$ cat config.mk
export PLATFORM = sky130hd
export DESIGN_NAME = complex_accumulator
export DESIGN_NICKNAME = d
export VERILOG_FILES = /design/src/rtl/complex_accumulator.sv
export SDC_FILE = /design/constraint.sdc
export NUM_CORES = 1
export LEC_CHECK = 0
export ABC_AREA = 1
export CORE_AREA = 2 2 149 151
export DETAILED_ROUTE_END_ITERATION = 8
export DIE_AREA = 0 0 151 153
export PLACE_DENSITY = 0.81
export SLEW_MARGIN = 25
export SYNTH_ARGS = -nofsm -noshare
export SYNTH_HDL_FRONTEND = slang
export SYNTH_SLANG_ARGS = --single-unit
$ cat constraint.sdc
create_clock -name clk -period 2.3 [get_ports clk]
set_input_delay 0.46 -clock clk [delete_from_list [all_inputs] [get_ports clk]]
set_output_delay 0.46 -clock clk [all_outputs]
set_load 0.005 [all_outputs]
$ cat src/rtl/complex_accumulator.sv
// complex_accumulator
//   Sums LEN consecutive accepted complex products (packed {imag, real},
//   each WIDTH-bit two's complement) into ACC_W-bit real/imag accumulators
//   and presents each frame sum on a valid/ready output.
//
//   Optional feature: define COMPLEX_ACCUMULATOR_SAT_EN to make each part's
//   add saturate at the signed ACC_W bounds and report any saturation in the
//   frame on ovf. Undefined: wrap arithmetic, ovf tied to 0.
//
// Ports:
//   clk       in   clock, rising edge
//   rst_n     in   asynchronous active-low reset
//   clr       in   synchronous frame abort (priority over all but rst_n)
//   in_valid  in   product word valid
//   in_ready  out  product can be accepted this cycle
//   in_data   in   [WIDTH-1:0] real, [2*WIDTH-1:WIDTH] imag
//   out_valid out  frame sum valid
//   out_ready in   downstream accepts the sum
//   out_data  out  [ACC_W-1:0] real sum, [2*ACC_W-1:ACC_W] imag sum
//   ovf       out  saturation seen in the presented frame
module complex_accumulator #(
  parameter int WIDTH = 32,
  parameter int ACC_W = 40,
  parameter int LEN   = 16
) (
  input  logic                 clk,
  input  logic                 rst_n,
  input  logic                 clr,
  input  logic                 in_valid,
  output logic                 in_ready,
  input  logic [2*WIDTH-1:0]   in_data,
  output logic                 out_valid,
  input  logic                 out_ready,
  output logic [2*ACC_W-1:0]   out_data,
  output logic                 ovf
);

  localparam int CW = (LEN > 1) ? $clog2(LEN) : 1;
  localparam logic [CW-1:0] LAST_CNT = CW'(LEN - 1);
  localparam logic [0:0] ST_ACC  = 1'b0;
  localparam logic [0:0] ST_HOLD = 1'b1;

  logic [0:0]         state_r;
  logic [CW-1:0]      count_r;
  logic [ACC_W-1:0]   acc_re_r;
  logic [ACC_W-1:0]   acc_im_r;
  logic               in_ready_r;
  logic               out_valid_r;
  logic [2*ACC_W-1:0] out_data_r;
  logic [ACC_W-1:0]   re_sum_s;
  logic [ACC_W-1:0]   im_sum_s;
  logic               accept_s;
  logic               last_beat_s;
  logic               handshake_s;

  // Sign-extend one WIDTH-bit part to ACC_W bits.
  function automatic logic [ACC_W-1:0] sext(input logic [WIDTH-1:0] p);
    sext = ACC_W'($signed(p));
  endfunction

`ifdef COMPLEX_ACCUMULATOR_SAT_EN
  // Saturating add; sum is formed one bit wider so overflow is the
  // disagreement of the top two bits.
  function automatic logic [ACC_W-1:0] part_add(input logic [ACC_W-1:0] a,
                                                input logic [WIDTH-1:0] b);
    logic [ACC_W-1:0] b_ext;
    logic [ACC_W:0]   sum;
    b_ext = sext(b);
    sum   = {a[ACC_W-1], a} + {b_ext[ACC_W-1], b_ext};
    if (sum[ACC_W] != sum[ACC_W-1]) begin
      if (sum[ACC_W]) begin
        part_add = {1'b1, {(ACC_W-1){1'b0}}};
      end else begin
        part_add = {1'b0, {(ACC_W-1){1'b1}}};
      end
    end else begin
      part_add = sum[ACC_W-1:0];
    end
  endfunction

  // True when the part add would leave the signed ACC_W range.
  function automatic logic part_sat(input logic [ACC_W-1:0] a,
                                    input logic [WIDTH-1:0] b);
    logic [ACC_W-1:0] b_ext;
    logic [ACC_W:0]   sum;
    b_ext    = sext(b);
    sum      = {a[ACC_W-1], a} + {b_ext[ACC_W-1], b_ext};
    part_sat = (sum[ACC_W] != sum[ACC_W-1]);
  endfunction
`else
  // Plain modulo-2^ACC_W add.
  function automatic logic [ACC_W-1:0] part_add(input logic [ACC_W-1:0] a,
                                                input logic [WIDTH-1:0] b);
    part_add = a + sext(b);
  endfunction
`endif

  assign re_sum_s    = part_add(acc_re_r, in_data[WIDTH-1:0]);
  assign im_sum_s    = part_add(acc_im_r, in_data[2*WIDTH-1:WIDTH]);
  assign accept_s    = in_valid && in_ready_r;
  assign last_beat_s = accept_s && (count_r == LAST_CNT);
  assign handshake_s = out_valid_r && out_ready;

  assign in_ready  = in_ready_r;
  assign out_valid = out_valid_r;
  assign out_data  = out_data_r;

  // Frame FSM: accumulate in ACC, present sum in HOLD until handshake.
  always_ff @(posedge clk or negedge rst_n) begin
    if (!rst_n) begin
      state_r     <= ST_ACC;
      count_r     <= {CW{1'b0}};
      acc_re_r    <= {ACC_W{1'b0}};
      acc_im_r    <= {ACC_W{1'b0}};
      in_ready_r  <= 1'b1;
      out_valid_r <= 1'b0;
      out_data_r  <= {(2*ACC_W){1'b0}};
    end else if (clr) begin
      state_r     <= ST_ACC;
      count_r     <= {CW{1'b0}};
      acc_re_r    <= {ACC_W{1'b0}};
      acc_im_r    <= {ACC_W{1'b0}};
      in_ready_r  <= 1'b1;
      out_valid_r <= 1'b0;
    end else begin
      case (state_r)
        ST_ACC: begin
          if (last_beat_s) begin
            out_data_r  <= {im_sum_s, re_sum_s};
            acc_re_r    <= {ACC_W{1'b0}};
            acc_im_r    <= {ACC_W{1'b0}};
            count_r     <= {CW{1'b0}};
            state_r     <= ST_HOLD;
            in_ready_r  <= 1'b0;
            out_valid_r <= 1'b1;
          end else if (accept_s) begin
            acc_re_r <= re_sum_s;
            acc_im_r <= im_sum_s;
            count_r  <= count_r + {{(CW-1){1'b0}}, 1'b1};
          end else begin
            count_r <= count_r;
          end
        end
        ST_HOLD: begin
          // Handshake cycle still refuses input: one bubble per frame.
          if (handshake_s) begin
            state_r     <= ST_ACC;
            in_ready_r  <= 1'b1;
            out_valid_r <= 1'b0;
          end else begin
            state_r <= ST_HOLD;
          end
        end
        default: begin
          state_r     <= ST_ACC;
          count_r     <= {CW{1'b0}};
          acc_re_r    <= {ACC_W{1'b0}};
          acc_im_r    <= {ACC_W{1'b0}};
          in_ready_r  <= 1'b1;
          out_valid_r <= 1'b0;
        end
      endcase
    end
  end

`ifdef COMPLEX_ACCUMULATOR_SAT_EN
  logic sticky_r;
  logic ovf_r;
  logic sat_beat_s;

  assign sat_beat_s = part_sat(acc_re_r, in_data[WIDTH-1:0]) |
                      part_sat(acc_im_r, in_data[2*WIDTH-1:WIDTH]);
  assign ovf = ovf_r;

  // Sticky saturation tracking; handed to ovf alongside the frame sum.
  always_ff @(posedge clk or negedge rst_n) begin
    if (!rst_n) begin
      sticky_r <= 1'b0;
      ovf_r    <= 1'b0;
    end else if (clr) begin
      sticky_r <= 1'b0;
      ovf_r    <= 1'b0;
    end else if (last_beat_s) begin
      ovf_r    <= sticky_r | sat_beat_s;
      sticky_r <= 1'b0;
    end else if (accept_s) begin
      sticky_r <= sticky_r | sat_beat_s;
    end else if (handshake_s) begin
      ovf_r <= 1'b0;
    end else begin
      ovf_r <= ovf_r;
    end
  end
`else
  assign ovf = 1'b0;
`endif

endmodule

==> results list <==
- Run status: completed
- Stage delay of the slowest cell on the critical path: roughly 460 ps
- Via density: 5.13
- Final worst-path cycle share: 0.957
- Cell depth of the worst min-delay path: 2
* Source of the worst register-to-register timing path: acc_re_r[13]
- Setup violations remaining at the end of the flow were counted as 0.
* Yosys top cell area share: 0.344
* Highest ir drop seen on vdd: ~510 µV
- Synth Flop Type: sky130_fd_sc_hd__dfrtp_1
- In this run the static leakage power is between 9 and 10 nW.
- Type of destination of the critical path: flop
- Clock buffers created by TritonCTS: 17
- Final number of hold-violating endpoints: 0
- Summing all multi-input logic gate instances after layout gives 6910 µm².
- Total Routed Length: 36,400 µm
- Largest net degree at the start of global routing: about 110
* Fmax: approximately 0.45 GHz
- Placed cell areas: 15,300 µm²
- Worst-case setup margin in the final layout: 99.8 ps
- Top cell type by total area after synthesis: sky130_fd_sc_hd__dfrtp_1
- The number of global-route vias before repair is 12,600.
- Counting distinct cell types in the post-synthesis netlist gives 36.
* CTS tree: done
* Post-synthesis instance total: 1,861
- The tightest min-delay check is of the flop to flop type.
* Worst setup timing slack at the placement stage: -411 ps
* Number of antenna cells inserted: 0
- The tool flagged a number of max-cap violations equal to 0.
- Clock input transition at the sequential cells of the worst setup and hold paths: 70 ps
* Slew Limit Fails: 0
* Register Area: 4180 µm²
- Proportion of layout cells with a drive suffix above 1: 0.134
- Maximum fanout encountered on the critical timing path: 4
- STA classifies the critical path startpoint as a primary input.
* Fill cell instance count of the final layout: around 1,800
- In this run the count of I/O pins placed on the die edge is 152.
- Measured on the finished design, the core utilization comes to 0.750.
* Count of nets after finishing: roughly 2,300
- Longest Clk Path Bufs: 2
* Final weighted congestion in routability-driven placement: 0.964
* CTS H-tree lvls: 4
- CTS root buffer: sky130_fd_sc_hd__clkbuf_16
- After detailed routing, the average wire length per cell comes to 14.7 µm.
- Setup repair after global routing could not meet its margin everywhere.
- STA puts the critical path data required time at 2610 ps.
- The critical path runs through a total of 13 cells.
* Clock sink count: 167
* Count of port buffers added during placement: 150
* Remaining Overflow, GRT: 0
- Area growth syn-to-layout: 33.3%
- Number of nets produced by synthesis: ~2,000
* Die X: 151 µm
* Max stage delay cell, worst path: sky130_fd_sc_hd__clkdlybuf4s50_1
- The number of cells on the worst reg-to-reg path is 14.
- The Yosys step of the flow raised 0 warnings.
* Pwr dens: roughly 660 nW/µm²
- STA puts the critical path data arrival time at 2510 ps.
- Synthesized flop and latch total: 167
* Async set-reset flop share out of synthesis: 1.00
- The finished cells cover 16,100 µm².
- Biggest area contributors in the synthesized netlist: sky130_fd_sc_hd__dfrtp_1 34%, sky130_fd_sc_hd__nand2_1 24%, sky130_fd_sc_hd__inv_1 8.3%
* Number of routed nets with antenna violations: 0
- Total vias in the final route: 12,700
* Number of buffers and inverters on the critical path: 4
- In the global route stage, overall resource usage came out at 0.323.
* Count leader, synth: sky130_fd_sc_hd__nand2_1
- Ordered cell list for the critical path: clkdlybuf4s50_1 -> ha_1 -> inv_1 -> fa_2 -> inv_1 -> nand3_1 -> nand2_2 -> nand2_1 -> nand2_1 -> buf_4 -> a21oi_1 -> xor2_1 -> o21ai_1
- The setup path with the least slack is of type primary input to flop.
- The number of antenna violations at the first check in global routing was 0.
* # DRC: 0
* Cell area after technology mapping: 12,100 µm²
- Wire length of the first global-routing pass: 59,900 µm
- The first detailed-routing pass ran for 5 iterations.
- On the critical path the largest part of the delay comes from buffers and inverters.
- The share of the Yosys chip area taken by registers is 0.346.
- Vertical die dimension: 153 µm
- DRT iter0 DRCs: about 750
* Min-delay src: out_data[75]
- Core ar.: 21,500 µm²
- Clk_skew: 15.8 ps
- After synthesis, the mean cell area works out to 6.50 µm².
- Die outline area: around 23,000 µm²
* Shortest clock period the worst path allows after layout: 2200 ps
- Post-synth EDFFs: 0
- In this run the worst setup path begins at in_data[32].
- Starting utilization of the core area: 0.563
- Commonest cells post-synth: 765 x sky130_fd_sc_hd__nand2_1, 268 x sky130_fd_sc_hd__inv_1, 166 x sky130_fd_sc_hd__dfrtp_1
- Once detailed placement completed, the half-perimeter wirelength came to roughly 28,000 µm.
- Site Rows: 54
- Later-pin clock latency in the skew report: 440 ps
-- final cells by class --
type	count	area share
Tap cell	280	0.0217
Clock inverter	12	0.0101
Inverter	271	0.0631
Multi-Input combinational cell	1389	0.429
Timing Repair Buffer	343	0.188
Sequential cell	167	0.259
Clock buffer	20	0.0290
-- cells in the final DEF, fill, tap and decap left out, types with 5 or more instances in the layout --
cell type,n
sky130_fd_sc_hd__ha_1,71
sky130_fd_sc_hd__nand2_2,21
sky130_fd_sc_hd__clkbuf_16,17
sky130_fd_sc_hd__xor2_1,13
sky130_fd_sc_hd__clkdlybuf4s50_1,149
sky130_fd_sc_hd__nor3_1,6
sky130_fd_sc_hd__buf_12,6
sky130_fd_sc_hd__xnor2_1,21
sky130_fd_sc_hd__a21oi_1,64
sky130_fd_sc_hd__nand3_2,12
sky130_fd_sc_hd__nand3_1,140
sky130_fd_sc_hd__nor2_1,135
sky130_fd_sc_hd__ha_4,8
sky130_fd_sc_hd__dfrtp_1,166
sky130_fd_sc_hd__nand3b_1,12
sky130_fd_sc_hd__o21ai_0,77
sky130_fd_sc_hd__nor2_2,10
sky130_fd_sc_hd__a21oi_2,6
sky130_fd_sc_hd__inv_1,267
sky130_fd_sc_hd__buf_4,186
sky130_fd_sc_hd__o21bai_1,5
sky130_fd_sc_hd__nand2_1,759
-- metrics by stage --
stage	power (mW)	hold WS, ps	std cells	setup TNS (ps)
after global placement	7.27	392	2448	-28890
after global routing	11.3	504	2482	-23.7
after detailed placement	7.36	398	2448	-32960
after CTS	10.5	485	2481	0
after floorplan	5.64	164	1861	0
final	10.6	484	2482	0
-- registers in the layout (all words and copies together), names as in the netlist --
name,cells
count_r,4
acc_im_r,40
out_data,80
acc_re_r,40
out_valid,1
in_ready,1
state_r,1
-- cells by family (layout without fill, tap and decap cells) --
| family | count (synthesis) | after routing | synth area share |
|---|---|---|---|
| AO/OA/AOI/OAI | 162 | 162 | 0.0694 |
| XOR/XNOR | 34 | 34 | 0.0246 |
| adder cells (fa/ha/maj) | 81 | 81 | 0.0851 |
| buffers and inverters | 305 | 646 | 0.0973 |
| flip-flops | 167 | 167 | 0.346 |
| multiplexers | 1 | 1 | 0.000828 |
| other | 1 | 1 | 0.000310 |
| AND/OR/NAND/NOR | 1110 | 1110 | 0.377 |
-- power breakdown --
part	internal, mW	switching, mW	total, mW	leakage, nW
Clock	1.81	1.31	3.12	0.304
Combinational	1.82	2.35	4.17	6.55
Sequential	3.15	0.150	3.30	2.27
-- per-layer routing --
| metal | track usage | wire length (µm) | vias up |
|---|---|---|---|
| met3 | 0.0373 | 1790 | 72 |
| met2 | 0.557 | 17600 | 354 |
| met5 | 0 | 0 | - |
| li1 | - | - | 6425 |
| met4 | 0.111 | 1100 | 0 |
| met1 | 0.419 | 15900 | 5882 |
-- what timing repair did --
item / 4_1_cts / 5_1_grt
setup endpoints to repair: 0 / 59
hold buffers: 1 / 0
buffers inserted: 0 / 1
endpoints found under the hold margin: 34 / 0
resized for setup: 0 / 31
-- final timing paths --
kind | slack [ps] | to
worst min register to register | 480 | out_data[75]
max in group asynchronous | 1080 | out_data[20]
worst min-delay path | 480 | out_data[75]
worst max-delay path | 100 | acc_im_r[14]
worst max register to register | 170 | out_data[39]
min in group asynchronous | 500 | acc_im_r[8]
-- worst reg2reg max path, stage by stage (launching register included) --
cell	delay (ps)
sky130_fd_sc_hd__dfrtp_1	390
sky130_fd_sc_hd__ha_1	360
sky130_fd_sc_hd__nand2_1	170
sky130_fd_sc_hd__buf_4	130
sky130_fd_sc_hd__inv_1	30
sky130_fd_sc_hd__nand2_1	60
sky130_fd_sc_hd__nand2_1	70
sky130_fd_sc_hd__inv_1	50
sky130_fd_sc_hd__nand2_1	80
sky130_fd_sc_hd__nand2_1	90
sky130_fd_sc_hd__nand3_2	170
sky130_fd_sc_hd__nand2_1	150
sky130_fd_sc_hd__nand3_1	100
sky130_fd_sc_hd__nand3_1	110
sky130_fd_sc_hd__nand2_1	60
(Power assumes the default switching activity.)
